==> src/rtl/mmcam_match_stage_pkg.sv <==
// Shared MMCAM_* field positions and default widths for the matching-memory stages.
package mmcam_match_stage_pkg;
  localparam int MMCAM_PKT_W   = 38;
  localparam int MMCAM_KEY_MSB = 37;
  localparam int MMCAM_KEY_LSB = 20;
  localparam int MMCAM_LR_BIT  = 19;
  localparam int MMCAM_MF_BIT  = 18;
  localparam int MMCAM_ENTRIES = 64;

  typedef enum logic [1:0] {
    OP_BYPASS = 2'd0,
    OP_WRITE  = 2'd1,
    OP_DELETE = 2'd2
  } mm_op_e;
endpackage

==> src/rtl/mmcam_entry.sv <==
// One CAM entry: valid/key/LR registers and the pairing hit compare.
module mmcam_entry #(
  parameter int KEY_W = 18
) (
  input  logic             clk,
  input  logic             rst,
  input  logic             set,
  input  logic             clr,
  input  logic [KEY_W-1:0] key_in,
  input  logic             lr_in,
  output logic             valid,
  output logic             hit
);
  logic [KEY_W-1:0] key_q;
  logic             lr_q;

  always_ff @(posedge clk or posedge rst) begin
    if (rst) begin
      valid <= 1'b0;
      key_q <= '0;
      lr_q  <= 1'b0;
    end else if (set) begin
      valid <= 1'b1;
      key_q <= key_in;
      lr_q  <= lr_in;
    end else if (clr) begin
      valid <= 1'b0;
    end
  end

  // only the opposite operand of the same key pairs
  assign hit = valid && (key_q == key_in) && (lr_q != lr_in);
endmodule

==> src/rtl/mmcam_match_stage.sv <==
// Matching-memory CAM stage: pairs L/R operands by key, drives WR_E/DEL/ADDR to the data RAM.
// Optional MMCAM_OCC_CNT_EN adds OCC / OCC_PEAK occupancy counters.
module mmcam_match_stage
  import mmcam_match_stage_pkg::*;
#(
  parameter  int PKT_W   = MMCAM_PKT_W,
  parameter  int KEY_MSB = MMCAM_KEY_MSB,
  parameter  int KEY_LSB = MMCAM_KEY_LSB,
  parameter  int LR_BIT  = MMCAM_LR_BIT,
  parameter  int MF_BIT  = MMCAM_MF_BIT,
  parameter  int ENTRIES = MMCAM_ENTRIES,
  localparam int AW      = $clog2(ENTRIES)
) (
  input  logic             CP,
  input  logic             MR,
  input  logic [PKT_W-1:0] PACKET_IN,
  input  logic             Send_in,
  output logic             Ack_out,
  output logic [PKT_W-1:0] PACKET_OUT,
  output logic             Send_out,
  input  logic             Ack_in,
  output logic             WR_E,
  output logic             DEL,
  output logic [AW-1:0]    ADDR,
  output logic             FULL
`ifdef MMCAM_OCC_CNT_EN
  ,
  output logic [AW:0]      OCC,
  output logic [AW:0]      OCC_PEAK
`endif
);
  localparam int KEY_W = KEY_MSB - KEY_LSB + 1;

  logic [KEY_W-1:0]   key;
  logic               lr, mf;
  logic [ENTRIES-1:0] valid_vec, hit_vec, set_vec, clr_vec;
  logic               any_hit, accept, do_wr, do_del;
  logic [AW-1:0]      hit_idx, free_idx, op_addr;
  mm_op_e             op;

  assign key = PACKET_IN[KEY_MSB:KEY_LSB];
  assign lr  = PACKET_IN[LR_BIT];
  assign mf  = PACKET_IN[MF_BIT];

  // lowest-index priority: scan downwards so the last assignment wins
  always_comb begin
    any_hit  = 1'b0;
    hit_idx  = '0;
    free_idx = '0;
    for (int i = ENTRIES - 1; i >= 0; i--) begin
      if (hit_vec[i]) begin
        any_hit = 1'b1;
        hit_idx = AW'(i);
      end
      if (!valid_vec[i]) free_idx = AW'(i);
    end
  end

  always_comb begin
    op      = OP_BYPASS;
    op_addr = '0;
    if (mf) begin
      op      = any_hit ? OP_DELETE : OP_WRITE;
      op_addr = any_hit ? hit_idx : free_idx;
    end
  end

  assign FULL    = &valid_vec;
  // a miss with nowhere to go stalls; hits and bypasses always flow
  assign Ack_out = !MR && (!Send_out || Ack_in) && !(mf && !any_hit && FULL);
  assign accept  = Send_in && Ack_out;
  assign do_wr   = accept && (op == OP_WRITE);
  assign do_del  = accept && (op == OP_DELETE);

  for (genvar g = 0; g < ENTRIES; g++) begin : g_entry
    assign set_vec[g] = do_wr  && (free_idx == AW'(g));
    assign clr_vec[g] = do_del && (hit_idx  == AW'(g));
    mmcam_entry #(.KEY_W(KEY_W)) u_entry (
      .clk    (CP),
      .rst    (MR),
      .set    (set_vec[g]),
      .clr    (clr_vec[g]),
      .key_in (key),
      .lr_in  (lr),
      .valid  (valid_vec[g]),
      .hit    (hit_vec[g])
    );
  end

  always_ff @(posedge CP or posedge MR) begin
    if (MR) begin
      PACKET_OUT <= '0;
      Send_out   <= 1'b0;
      WR_E       <= 1'b0;
      DEL        <= 1'b0;
      ADDR       <= '0;
    end else if (accept) begin
      PACKET_OUT <= PACKET_IN;
      Send_out   <= 1'b1;
      WR_E       <= (op == OP_WRITE);
      DEL        <= (op == OP_DELETE);
      ADDR       <= op_addr;
    end else if (Ack_in) begin
      Send_out   <= 1'b0;
    end
  end

`ifdef MMCAM_OCC_CNT_EN
  localparam logic [AW:0] OCC_ONE = (AW + 1)'(1);

  always_ff @(posedge CP or posedge MR) begin
    if (MR) begin
      OCC      <= '0;
      OCC_PEAK <= '0;
    end else begin
      if (do_wr)       OCC <= OCC + OCC_ONE;
      else if (do_del) OCC <= OCC - OCC_ONE;
      if (OCC > OCC_PEAK) OCC_PEAK <= OCC;
    end
  end
`endif
endmodule
==> config.mk <==
export PLATFORM = sky130hd
export DESIGN_NAME = mmcam_match_stage
export DESIGN_NICKNAME = d
export VERILOG_FILES = /design/src/rtl/mmcam_match_stage_pkg.sv /design/src/rtl/mmcam_entry.sv /design/src/rtl/mmcam_match_stage.sv
export SDC_FILE = /design/constraint.sdc
export NUM_CORES = 2
export LEC_CHECK = 0
export BUFFER_PORTS_ARGS = -buffer_cell sky130_fd_sc_hd__buf_4
export CAP_MARGIN = 15
export CORE_MARGIN = 2
export CORE_UTILIZATION = 50
export DETAILED_ROUTE_END_ITERATION = 10
export PLACE_DENSITY_LB_ADDON = 0.12
export SKIP_CTS_REPAIR_TIMING = 1
export SYNTH_ARGS = -nofsm -noshare
export SYNTH_HDL_FRONTEND = slang
export SYNTH_SLANG_ARGS = --single-unit
export TNS_END_PERCENT = 20
==> constraint.sdc <==
create_clock -name CP -period 46.3 [get_ports CP]
set_clock_uncertainty 0.1 [all_clocks]
set_input_delay 2.315 -clock CP [delete_from_list [all_inputs] [get_ports CP]]
set_output_delay 2.315 -clock CP [all_outputs]
set_load 0.1 [all_outputs]
======== Yosys cells after proc, flatten, opt, wreduce, memory -nomap -nowiden ========
Index checks and enable logic that the tools add are counted.
cells by class
  equality and inequality tests ........... 256
  muxes and demuxes ....................... 326
  reductions and logical operators ........ 336
operators by type and width
  cell                                                              count
  18-bit == test                                                    64
  6-bit 2-to-1 mux                                                  130
  6-bit == test (second input constant)                             64
  1-bit logical AND                                                 263
  1-bit 2-to-1 mux                                                  194
  6-bit by 5-bit == test with 1-bit output (second input constant)  32
  2-bit nonzero test                                                65
  6-bit by 4-bit == test with 1-bit output (second input constant)  16
  1-bit inequality test                                             64
  64-bit AND reduction                                              1
  6-bit by 3-bit == test with 1-bit output (second input constant)  8
  6-bit by 2-bit == test with 1-bit output (second input constant)  4
  6-bit by 1-bit == test with 1-bit output (second input constant)  2
  6-bit logical NOT                                                 2
  1-bit logical NOT                                                 4
  2-bit 2-to-1 mux                                                  2
  2-bit by 1-bit == test with 1-bit output (second input constant)  1
  2-bit == test (second input constant)                             1
  1-bit logical OR                                                  1
storage, ports and cells
  bits in registers ....................... 1327
  input port bits ......................... 42
  output and inout bits ................... 49
  logic and storage cells ................. 1115

======== Depth between registers and ports, before layout ========
  depth in word-level cells ............... 77
  mapped depth ............................ 17
  gate-level depth less buffers ........... 10

======== Cells and area by module ========
From an unflattened synthesis, not the netlist that was laid out.
second synthesis, totals
  cells, all modules ...................... 5223
  area, all modules ....................... 65761.8 um^2
by module, submodules not included
  module             times used  cells an instance  area an instance (um^2)  seq. area each (um^2)
  mmcam_entry        64          70                 952.2                    500.5
  mmcam_match_stage  1           743                4823.4                   1176.1

======== Worst setup path before layout ========
No wires, ideal clock.
  path type ............................... in2out
  start point ............................. input port PACKET_IN[23]
  end point ............................... output port Ack_out
  data arrival time ....................... 6475 ps
  setup slack ............................. 37410 ps
  stages on the path ...................... 12
  path buffers ............................ 3
  cells stage by stage .................... buf_2 buf_6 xor2_1 nor4_1 nand3_1 nor3_1 and4b_1 and4b_1 nand4_2 buf_2 nor2_2 a21boi_0
on the way
  cells in the longest elaborated chain, start to end .. 72
  elaborated cells on any way between the ends .. 261
  those cells by class .................... eq/ne: 64; mux: 64; reduce/logical: 133
RTL lines
  element                            RTL line                 source
  from (decl)                        mmcam_match_stage.sv:16  input logic [PKT_W-1:0] PACKET_IN,
  18-bit == test                     mmcam_entry.sv:32        assign hit = valid && (key_q == key_in) && (lr_q != lr_in);
  1-bit logical AND (2 in series)    mmcam_entry.sv:32
  1-bit 2-to-1 mux (63 in series)    mmcam_match_stage.sv:51  if (hit_vec[i]) begin
  1-bit 2-to-1 mux *                 mmcam_match_stage.sv:51
  1-bit logical NOT *                mmcam_match_stage.sv:70  assign Ack_out = !MR && (!Send_out || Ack_in) && !(mf && !any_hit && FULL);
  1-bit logical AND * (2 in series)  mmcam_match_stage.sv:70
  1-bit logical NOT *                mmcam_match_stage.sv:70
  1-bit logical AND *                mmcam_match_stage.sv:70
  to (decl)                          mmcam_match_stage.sv:18  output logic Ack_out,
Every way passes the cells marked *; elsewhere a longest branch is shown, timed or not.

======== Final worst setup path ========
  start point ............................. input port PACKET_IN[28]
  end point ............................... output port Ack_out
The elaborated chain is that of the path after synthesis.

==> results.sh <==
export IMPL_synth_nets=5413
export IMPL_wl_met2_mm=78.8
export IMPL_grt_pass1_vias=41600
export IMPL_finalWirelength_mm=171
export IMPL_worstPathArrival_ps=7390
export IMPL_p_leak_uw=0.0352
export IMPL_slew_headroom_pct=20.6
export IMPL_syn_inst=5371
export IMPL_top_layer_used="met4"
export IMPL_ir_drop_uv=44.2
export IMPL_area_growth_pct=9.51
export IMPL_worst_slack_ps=36500
export IMPL_clock_sinks=1327
export IMPL_cts_tree="built"
export IMPL_cts_buffers=148
export IMPL_synth_cell_area_mm2=0.0672
export IMPL_die_w_um=371
export IMPL_fmax_ghz=0.102
export IMPL_start_util_pct=50.4
export IMPL_rows=134
export IMPL_root_buffer="clkbuf_16"
export IMPL_final_common_cell="dfrtp_1"
export IMPL_powerDensity_mw_per_mm2=38.2
export IMPL_drt_iter0_drc=3042
export IMPL_antenna_cells=0
export IMPL_cts_htree_levels=4
export IMPL_status="finished, final reports clean"
export IMPL_synth_top_area_share_pct=49.4
export IMPL_worstPathRequired_ps=43880
export IMPL_clock_path_buffers=3
export IMPL_die_y_um=371
export IMPL_min_delay_path_class="reg -> reg"
export IMPL_final_setup_tns_ps=0
export IMPL_rsz0062_at_grt="no"
export IMPL_dominantRegCellSynth="dfrtp_1"
export IMPL_ant_nets=0
export IMPL_ys_types=76
export IMPL_min_period_ps=9800
export IMPL_setup_viol=0
export IMPL_critical_path_top_delay_family="simple AND/OR/NAND/NOR gates"
export IMPL_fp_coreArea_mm2=0.133
export IMPL_clk_latency_ps=790
export IMPL_gp_congestion=0.969
export IMPL_vias_per_cell=5.77
export IMPL_grt_antenna_before_repair=2
export IMPL_grt_start_max_net_pins=197
export IMPL_drive_gt1_share_pct=30.8
export IMPL_wl_per_cell_um=23.9
export IMPL_tightestPinTransition_ps=1190
export IMPL_cp_slowest_cell="buf_4"
export IMPL_max_stage_delay_ps=750
export IMPL_grt_usage_pct=25.3
export IMPL_place_hpwl_mm=106
export IMPL_route_met3_wl_mm=7.97
export IMPL_synth_top_area_cell="dfrtp_1"
export IMPL_finalCritPeriodShare_pct=21.2
export IMPL_clkTransAtPathRegs_ps=50
export IMPL_preCtsSetupSlack_ps=36600
export IMPL_dr_pass1_iters=6
export IMPL_port_buffers=90
export IMPL_grt_pass1_wl_mm=264
export IMPL_cap_violations=0
export IMPL_final_nets=5317
export IMPL_ys_ff_latch=1327
export IMPL_die_area_mm2=0.137
export IMPL_cp_start_kind="primary input"
export IMPL_power_uw=2810
export IMPL_drc_errors=0
export IMPL_yosysWarnings=0
export IMPL_synth_edf_count=0
export IMPL_synth_area_per_cell_um2=12.5
export IMPL_wl_met1_mm=80.8
export IMPL_cp_end_kind="output port"
export IMPL_ios=91
export IMPL_yosysSeqAreaShare_pct=49.4
export IMPL_worst_path_max_fanout=52
export IMPL_cp_num_buf_inv=4
export IMPL_cp_cell_sequence="buf_6 -> buf_4 -> buf_4 -> xor2_1 -> nor4_1 -> and4_1 -> nor4_1 -> and4b_1 -> nand4_2 -> nor2_2 -> a21boi_0 -> buf_4"
export IMPL_cp_common_cell="buf_4"
export IMPL_path_class="in -> out"
export IMPL_slew_violations=0
export IMPL_async_reset_ff_share_pct=100
export IMPL_grt_ovfl_total=0
export IMPL_hold_violations=0
export IMPL_yosys_top_cells_area="dfrtp_1 (49%), mux2_2 (19%), xor2_1 (8.6%)"
export IMPL_vias=41300
export IMPL_final_cell_mix="dfrtp_1 (1327), mux2_2 (1128), xor2_1 (662)"
==> cells in the mapped netlist, types with 71 or more instances <==
| library cell | number |
|---|---|
| nand4_1 | 231 |
| buf_2 | 90 |
| nor4_1 | 183 |
| xor2_1 | 662 |
| mux2_2 | 1128 |
| xnor2_1 | 554 |
| nand2_1 | 199 |
| nor3_1 | 72 |
| nor2_1 | 71 |
| clkbuf_1 | 195 |
| buf_4 | 75 |
| buf_6 | 72 |
| dfrtp_1 | 1327 |
==> worst min-delay path, delay by kind of cell (launching register included) <==
family | cells | cell delay (ps)
flip-flops | 1 | 340
AND/OR/NAND/NOR | 2 | 110
==> final timing paths <==
| path | start | endpoint | slack, ps | cells past startpoint |
|---|---|---|---|---|
| max in group asynchronous | MR | g_entry[20].u_entry.valid$_DFFE_PP0P_ | 41270 | 5 |
| min in group asynchronous | MR | g_entry[59].u_entry.key_q[14]$_DFFE_PP0P_ | 1640 | 2 |
| hold reg to reg | PACKET_OUT[3]$_DFFE_PP0P_ | PACKET_OUT[3]$_DFFE_PP0P_ | 370 | 2 |
| hold / removal | PACKET_OUT[3]$_DFFE_PP0P_ | PACKET_OUT[3]$_DFFE_PP0P_ | 370 | 2 |
| setup / recovery | PACKET_IN[28] | Ack_out | 36500 | 12 |
| setup reg to reg | g_entry[42].u_entry.key_q[0]$_DFFE_PP0P_ | g_entry[26].u_entry.key_q[2]$_DFFE_PP0P_ | 40360 | 10 |
==> kinds of logic after synthesis <==
group	count (synthesis)	synth area share, %
mux	1216	20.7
compound gates	211	2.40
xor+xnor	1216	15.8
flops	1327	49.4
simple gates	927	7.62
buf+inv	474	4.04
==> per-layer routing <==
| metal | GRT usage (%) | up-vias |
|---|---|---|
| met3 | 3.97 | 231 |
| met4 | 6.21 | 0 |
| met5 | 0 | - |
| met1 | 36.8 | 21600 |
| met2 | 39.7 | 894 |
| li1 | - | 18600 |
==> stage by stage <==
stage | hold slack [ps] | area [um2] | std cells | utilization [%]
detailed placement | 363 | 68600 | 6891 | 51.4
CTS | 377 | 73600 | 7156 | 55.1
global placement | 360 | 68600 | 6891 | 51.4
finish | 374 | 73600 | 7158 | 55.1
floorplan | 379 | 67200 | 5371 | -
global route | 401 | 73600 | 7158 | 55.1
==> flip-flops by register name, summed over array words and instances (netlist names) <==
| name | cells |
|---|---|
| ADDR | 6 |
| WR_E | 1 |
| Send_out | 1 |
| g_entry.u_entry.valid | 64 |
| PACKET_OUT | 38 |
| g_entry.u_entry.key_q | 1152 |
| g_entry.u_entry.lr_q | 64 |
| DEL | 1 |
==> power by group <==
part / internal [uW] / switching (uW)
registers: 1220 / 46.1
clock network: 710 / 486
logic: 127 / 226
total: 2060 / 758
==> final cells by class <==
| cell class | count | area [um2] |
|---|---|---|
| clock buffers | 229 | 4510 |
| clock inverters | 36 | 445 |
| fillers | 11500 | 59900 |
| inverters | 41 | 161 |
| multi-input cells | 3570 | 31500 |
| flip-flops and latches | 1327 | 33200 |
| well taps | 1768 | 2210 |
| repair buffers | 187 | 1590 |
No activity file was read; power rests on OpenSTA's default activity.
